$ cat config.mk
export PLATFORM = sky130hd
export DESIGN_NAME = instr_fetch_unit
export DESIGN_NICKNAME = d
export VERILOG_FILES = /design/src/rtl/fetch_pkg.sv /design/src/rtl/instr_field_split.sv /design/src/rtl/instr_fetch_unit.sv
export SDC_FILE = /design/constraint.sdc
export NUM_CORES = 1
export LEC_CHECK = 0
export CORE_UTILIZATION = 45
export DETAILED_ROUTE_END_ITERATION = 8
export PLACE_DENSITY = 0.84
export SYNTH_ARGS = -nofsm -noshare
export SYNTH_HDL_FRONTEND = slang
export SYNTH_SLANG_ARGS = --single-unit
$ cat constraint.sdc
create_clock -name clk -period 4.1 [get_ports clk]
set_input_delay 1.23 -clock clk [delete_from_list [all_inputs] [get_ports clk]]
set_output_delay 1.23 -clock clk [all_outputs]
set_load 0.01 [all_outputs]
$ cat src/rtl/fetch_pkg.sv
// Shared constants for the fetch path: instruction layout, FSM encoding, counter width.
// Latency: n/a (declarations only).
// Backpressure: n/a.
package fetch_pkg;

  localparam int OP_W  = 2;
  localparam int FLD_W = 4;
  localparam int IR_W  = OP_W + 4 * FLD_W;
  localparam int CNT_W = 6;

  localparam logic [OP_W-1:0] OP_HALT = 2'b11;

  // FSM encoding (kept as plain constants for legacy tooling)
  localparam logic [1:0] ST_IDLE  = 2'd0;
  localparam logic [1:0] ST_FETCH = 2'd1;
  localparam logic [1:0] ST_HOLD  = 2'd2;
  localparam logic [1:0] ST_DONE  = 2'd3;

  // Field LSB positions inside the instruction word
  localparam int OP_LSB = 16;
  localparam int A_LSB  = 12;
  localparam int B_LSB  = 8;
  localparam int C_LSB  = 4;
  localparam int D_LSB  = 0;

  typedef struct packed {
    logic [OP_W-1:0]  opcode;
    logic [FLD_W-1:0] fld_a;
    logic [FLD_W-1:0] fld_b;
    logic [FLD_W-1:0] fld_c;
    logic [FLD_W-1:0] fld_d;
  } ir_t;

  // Saturating increment for the accepted-word counter
  function automatic logic [CNT_W-1:0] sat_inc(input logic [CNT_W-1:0] v);
    return (v == {CNT_W{1'b1}}) ? v : v + 1'b1;
  endfunction

endpackage

$ cat src/rtl/instr_field_split.sv
// Splits an instruction word into opcode and four fields; ports: ir in, opcode/fld_a..fld_d out.
// Latency: combinational, zero cycles.
// Backpressure: none; pure decode.
module instr_field_split
  import fetch_pkg::*;
(
  input  logic [IR_W-1:0]  ir,
  output logic [OP_W-1:0]  opcode,
  output logic [FLD_W-1:0] fld_a,
  output logic [FLD_W-1:0] fld_b,
  output logic [FLD_W-1:0] fld_c,
  output logic [FLD_W-1:0] fld_d
);

  assign opcode = ir[OP_LSB +: OP_W];
  assign fld_a  = ir[A_LSB  +: FLD_W];
  assign fld_b  = ir[B_LSB  +: FLD_W];
  assign fld_c  = ir[C_LSB  +: FLD_W];
  assign fld_d  = ir[D_LSB  +: FLD_W];

endmodule

$ cat src/rtl/instr_fetch_unit.sv
// Program-memory sequencer: PC/jump/HALT control, IR capture, valid/ready hand-off of decoded words.
// Latency: start -> instr_valid after 2 edges; one word per 2 cycles with instr_ready held high.
// Backpressure: while instr_ready is low the IR, fields and PC are frozen and instr_valid stays high.
// Ports: clk/rst; start/start_addr; address/instruction (memory side);
//        instr_valid/instr_ready/opcode/fld_a..d/pc_out/jump_en/jump_addr (downstream side);
//        busy/done/halted/instr_count (status).
module instr_fetch_unit
  import fetch_pkg::*;
#(
  parameter int ADDR_W  = 5,
  parameter int INSTR_W = 18,
  parameter int WRAP_EN = 0
) (
  input  logic               clk,
  input  logic               rst,
  input  logic               start,
  input  logic [ADDR_W-1:0]  start_addr,
  output logic [ADDR_W-1:0]  address,
  input  logic [INSTR_W-1:0] instruction,
  output logic               instr_valid,
  input  logic               instr_ready,
  output logic [OP_W-1:0]    opcode,
  output logic [FLD_W-1:0]   fld_a,
  output logic [FLD_W-1:0]   fld_b,
  output logic [FLD_W-1:0]   fld_c,
  output logic [FLD_W-1:0]   fld_d,
  output logic [ADDR_W-1:0]  pc_out,
  input  logic               jump_en,
  input  logic [ADDR_W-1:0]  jump_addr,
  output logic               busy,
  output logic               done,
  output logic               halted,
  output logic [CNT_W-1:0]   instr_count
);

  localparam logic [ADDR_W-1:0] LAST_PC = {ADDR_W{1'b1}};

  logic [1:0]         state;
  logic [ADDR_W-1:0]  pc;
  logic [INSTR_W-1:0] ir;
  logic [ADDR_W-1:0]  ir_pc;
  logic               halted_q;
  logic [CNT_W-1:0]   count_q;
  logic               accept;

  // Memory read is combinational, so the address is the PC itself.
  assign address     = pc;
  assign pc_out      = ir_pc;
  assign instr_valid = (state == ST_HOLD);
  assign busy        = (state == ST_FETCH) || (state == ST_HOLD);
  assign done        = (state == ST_DONE);
  assign halted      = halted_q;
  assign instr_count = count_q;
  assign accept      = instr_valid && instr_ready;

  instr_field_split u_split (
    .ir     (ir),
    .opcode (opcode),
    .fld_a  (fld_a),
    .fld_b  (fld_b),
    .fld_c  (fld_c),
    .fld_d  (fld_d)
  );

  always_ff @(posedge clk) begin
    if (rst) begin
      state    <= ST_IDLE;
      pc       <= '0;
      ir       <= '0;
      ir_pc    <= '0;
      halted_q <= 1'b0;
      count_q  <= '0;
    end else begin
      case (state)
        ST_IDLE, ST_DONE: begin
          if (start) begin
            pc       <= start_addr;
            count_q  <= '0;
            halted_q <= 1'b0;
            state    <= ST_FETCH;
          end
        end
        ST_FETCH: begin
          ir    <= instruction;
          ir_pc <= pc;
          state <= ST_HOLD;
        end
        ST_HOLD: begin
          if (accept) begin
            count_q <= sat_inc(count_q);
            // HALT wins over a simultaneous jump request.
            if (opcode == OP_HALT) begin
              halted_q <= 1'b1;
              state    <= ST_DONE;
            end else if (jump_en) begin
              pc    <= jump_addr;
              state <= ST_FETCH;
            end else if (pc == LAST_PC && WRAP_EN == 0) begin
              state <= ST_DONE;
            end else begin
              pc    <= pc + 1'b1;  // natural modulo 2**ADDR_W wrap
              state <= ST_FETCH;
            end
          end
        end
        default: state <= ST_IDLE;
      endcase
    end
  end

endmodule

### After elaboration in Yosys (flattened, before gate mapping)

Index checks and enable logic that the tools add are counted.

| storage, ports and cells | value |
|---|---|
| flip-flop bits (word level) | 37 |
| input bits | 33 |
| output and inout port bits | 38 |
| word-level logic and storage cells | 49 |

| cells by class | value |
|---|---|
| $add $sub $neg | 2 |
| equal/unequal tests | 12 |
| multiplexer cells | 20 |
| reduce and logical (&&, ||, !) cells | 9 |

Operators with widths:

| cell | number |
|---|---|
| 2-to-1 mux 5 bit | 5 |
| 2-to-1 mux 6 bit | 3 |
| case mux 6 bit (2 select lines) | 1 |
| 2-to-1 mux 2 bit | 5 |
| case mux 5 bit (2 select lines) | 1 |
| AND reduction 4 bit | 2 |
| adder 6 x 1 -> 6 bit (second input constant) | 1 |
| == test 2 bit (second input constant) | 3 |
| == test 6 bit (second input constant) | 1 |
| != test 2 bit (second input constant) | 3 |
| case mux 2 bit (3 select lines) | 1 |
| adder 5 x 1 -> 5 bit (second input constant) | 1 |
| == test 5 bit (second input constant) | 1 |
| AND reduction 5 bit | 1 |
| != test 2 x 1 -> 1 bit (second input constant) | 2 |
| 2-to-1 mux 1 bit | 3 |
| != test 3 bit (second input constant) | 1 |
| == test 2 x 1 -> 1 bit (second input constant) | 1 |
| zero test 2 bit | 1 |
| case mux 1 bit (2 select lines) | 1 |
| AND reduction 2 bit | 1 |
| nonzero test 2 bit | 1 |
| OR reduction 2 bit | 1 |
| logical AND 1 bit | 1 |
| logical OR 1 bit | 1 |

### Logic depth before layout (Yosys ltp)

| depth | value |
|---|---|
| depth after elaboration | 6 |
| depth in mapped cells | 7 |
| depth with buffers taken out | 7 |

### Cells and area by module

Synthesis repeated with hierarchy kept, for this count alone.

| unflattened totals | value |
|---|---|
| cells, all modules | 197 |
| area, all modules | 1,815.5 um^2 |

By module, submodules not included:

| module | instances | cells each | area each (um^2) | sequential area each (um^2) |
|---|---|---|---|---|
| instr_fetch_unit | 1 | 179 | 1,680.4 | 740.7 |
| instr_field_split | 1 | 18 | 135.1 | 0.0 |

### Least setup slack after synthesis

No wires, ideal clock.

| path | value |
|---|---|
| path type | input-to-reg |
| start point | input instr_ready |
| end point | register count_q[5] (netlist: instr_count[5]) |
| library setup time | 70 ps |
| arrival | 2,156 ps |
| required time | 4,030 ps |
| setup slack | 1,874 ps |
| cell stages on the path | 4 |
| buffers on the path | 0 |
| cell sequence | nor2b_4 -> a211o_1 -> or4_1 -> a21oi_1 |

| on the way | value |
|---|---|
| word-level cells in the longest chain between the ends | 3 |

Ends and longest elaborated chain:

| what | RTL line | source |
|---|---|---|
| start: declaration | instr_fetch_unit.sv:21 | `input logic instr_ready,` |
| logical AND 1 bit | instr_fetch_unit.sv:54 | `assign accept = instr_valid && instr_ready;` |
| != test 2 x 1 -> 1 bit (no source line) | n/a |  |
| AND reduction 4 bit (no source line) | n/a |  |
| end signal: assignment | instr_fetch_unit.sv:90 | `count_q <= sat_inc(count_q);` |
| end: declaration | instr_fetch_unit.sv:43 | `logic [CNT_W-1:0] count_q;` |

No other way between the ends.
A chain may end at the register's enable or synchronous reset.

### Worst setup path in the final report

| path | value |
|---|---|
| start point | register state[1] |
| end point | output instr_valid |

| on the way | value |
|---|---|
| word-level cells in the longest chain between the ends | 1 |

Ends and longest elaborated chain:

| what | RTL line | source |
|---|---|---|
| start: declaration | instr_fetch_unit.sv:38 | `logic [1:0] state;` |
| start signal: assignment | instr_fetch_unit.sv:67 | `state <= ST_IDLE;` |
| start signal: assignment | instr_fetch_unit.sv:80 | `state <= ST_FETCH;` |
| start signal: assignment | instr_fetch_unit.sv:86 | `state <= ST_HOLD;` |
| == test 2 bit | instr_fetch_unit.sv:49 | `assign instr_valid = (state == ST_HOLD);` |
| end: declaration | instr_fetch_unit.sv:20 | `output logic instr_valid,` |

No other way between the ends.

==> out/summary.txt <==
Largest net degree at the start of global routing = 34
R2R Path Start = state[1]
Final period util = 0.760
CP Class = reg2out
Post_cts resized = 0
Slew Limit Fails = 0
Die ar. = 0.00395 mm^2
Layout cells sized above 1 = 0.0486
Initial DRT Pass Iterations = 4
Fin Clk Skew = 0.00592 ns
Detailed Place HPWL = 2.74 mm
Placed Cells = 285
GPL Wtd Cong = 0.747
F_max = 321 MHz
Clk buf depth = 2
Fin nets = 285
FILL cells = 258
Synthesized Nets = 217
Die Height = 62.8 um
Clk_lat worst skew = 0.29 ns
Clk root buf = clkbuf_8
R2R depth = 5
Reg-to-Reg End = instr_count[3]
Fin util = 0.729
Sink Count = 37
Post-Syn Area = 0.00167 mm^2
Storage cell area = 741 um^2
Max Cap Viol = 0
Hold_ws = 0.492 ns
Routed vias = 1,564
PortBufs = 70
Core Rows = 21
Multi-input gate area = 857 um^2
Detailed Route WL = 3.96 mm
Initial antenna violation count = 0
Routed len/inst = 13.5 um
Worst Path Required = 2.87 ns
Depth of the CTS H-tree = 2
IO Pins = 71
HP Class = reg2reg
RSZ-0062 raised after global routing = false
Final Setup Violations = 0
Drt via density = 5.34
DRT antenna net count = 0
Min-Delay Path Depth = 2
Final worst path period need = 3.12 ns
Hold path start = halted
Least-Margin Pin Slew = 0.682 ns
Total gr overflow = 0
Synth cell types = 34
Antenna diode count = 0
CTS clk-pin slew, worst paths = 0.08 ns
DIE WIDTH = 62.8 um
Initial Util = 0.484
PwrDens = 399 mW/mm^2
Drt drc = 0
Peak VDD IR = 0.276 mV
Synth warn = 0
Num CTS Buffers = 5
Setup tns final = 0 ns
Pleak = 0.961 nW
CTS tree = built
Vias in the first global route = 1,548
Reg2Reg Setup Slack = 1.77 ns
CP startpoint kind = flop
CTS hold repair buffers = 0
Starting DRT DRC Count = 146
Status = completed
Crit path DAT = 1.89 ns
Core outline area = 0.00344 mm^2
Crit-path max FO = 17
Post-synthesis sequential area ratio = 0.445
Mean post-synth cell area = 9.36 um^2
Final cell count without fillers = 293
Worst rel slew slack = 0.545
Cells after Synth = 178
Hold Path End = halted
Syn-to-layout area delta = 50.7%
Post-CTS Repair Setup Buffers = 0
Synthesis-stage register bit count = 37
CP Capture Type = primary output
Fin. Hold Viols = 0
Gr usage total = 0.220
First-pass GRT wire length = 6.73 mm
through the flow:
stage	total power, mW	setup WS [ns]	instance area [um^2]
final	1.00	0.982	2510
after global routing	1.06	0.860	2510
after CTS	1.01	0.977	2510
after detailed placement	0.681	1.13	2390
after global placement	0.678	1.17	2390
after floorplan	0.560	1.87	1670
report_power, final:
group          internal [mW]  switching, mW  leakage [nW]
clock network          0.198          0.130        0.0585
logic                  0.139          0.117         0.601
registers              0.392         0.0268         0.302
total                  0.729          0.274         0.961
layer usage:
| layer | vias to the layer above | wire, um | global-route usage |
|---|---|---|---|
| li1 | 771 | - | - |
| met1 | 731 | 1760 | 0.244 |
| met2 | 57 | 1810 | 0.372 |
| met3 | 5 | 344 | 0.0949 |
| met4 | 0 | 48 | 0.0785 |
| met5 | - | 0 | 0 |
critical path, stage by stage (launching register included):
cell and delay (ns):
dfxtp_1 0.39, ha_1 0.56, clkdlybuf4s50_1 0.65
registers in the layout, indices dropped and copies added (netlist names):
name,flops
state,2
address,5
ir,18
instr_count,6
pc_out,5
halted,1
cells by family after synthesis:
logic type / count (synthesis) / synth area share
AOI/OAI and AO/OA: 38 / 0.148
xor gates and xnor gates: 2 / 0.0105
adders and majority gates: 6 / 0.0451
buffers and inverters: 17 / 0.0406
DFF: 37 / 0.445
muxes: 25 / 0.150
and+or+nand+nor: 53 / 0.161
final cells by class:
type / count / share of cell area
clock buffers: 7 / 0.0344
clock inverters: 1 / 0.0120
inverters: 6 / 0.00897
well taps: 46 / 0.0229
multi-input cells: 124 / 0.341
repair buffers: 72 / 0.285
flip-flops and latches: 37 / 0.295
cells in the mapped netlist (all sizes together):
cell	number	area share
mux2i	25	0.15
a21oi	12	0.036
xor2	2	0.011
nor2b	4	0.020
or3	1	0.0038
a211o	1	0.0053
nand4b	1	0.0053
a211oi	1	0.0075
nand3	2	0.0060
o211ai	3	0.014
clkbuf	8	0.018
nand2	7	0.016
a31oi	1	0.0038
o41ai	1	0.0053
and2	1	0.0038
nand4	1	0.0038
a311oi	2	0.011
and4	2	0.011
ha	6	0.045
buf	3	0.0090
o21a	1	0.0045
o31ai	2	0.0090
o21ai	9	0.027
a21o	1	0.0045
and3	4	0.015
nand2b	2	0.0075
o311ai	1	0.0053
inv	6	0.014
or4	3	0.014
o2111ai	3	0.016
dfxtp	37	0.44
nor2	25	0.056
worst max path at each step:
stage,start,to,slack (ns),cells past startpoint
after detailed placement,jump_en,address[2],1.13,5
after CTS,state[1],instr_valid,0.98,2
after floorplan,instr_ready,instr_count[5],1.87,4
final,state[1],instr_valid,0.98,2
after global placement,instr_ready,instr_count[5],1.17,5
after global routing,state[1],instr_valid,0.86,2
cells in the final DEF (no fill, tap or decap), drive strengths merged, types with 2 or more instances in the layout:
cell | Yosys | routed
o21ai | 9 | 9
inv | 6 | 6
o31ai | 2 | 2
clkbuf | 8 | 7
buf | 3 | 2
nor2b | 4 | 4
xor2 | 2 | 2
nor2 | 25 | 25
and3 | 4 | 4
or4 | 3 | 3
a21oi | 12 | 12
nand2b | 2 | 2
mux2i | 25 | 25
nand2 | 7 | 7
and4 | 2 | 2
dfxtp | 37 | 37
a311oi | 2 | 2
clkdlybuf4s50 | 0 | 70
nand3 | 2 | 2
o2111ai | 3 | 3
ha | 6 | 6
o211ai | 3 | 3
No activity file was read; power rests on OpenSTA's default activity.
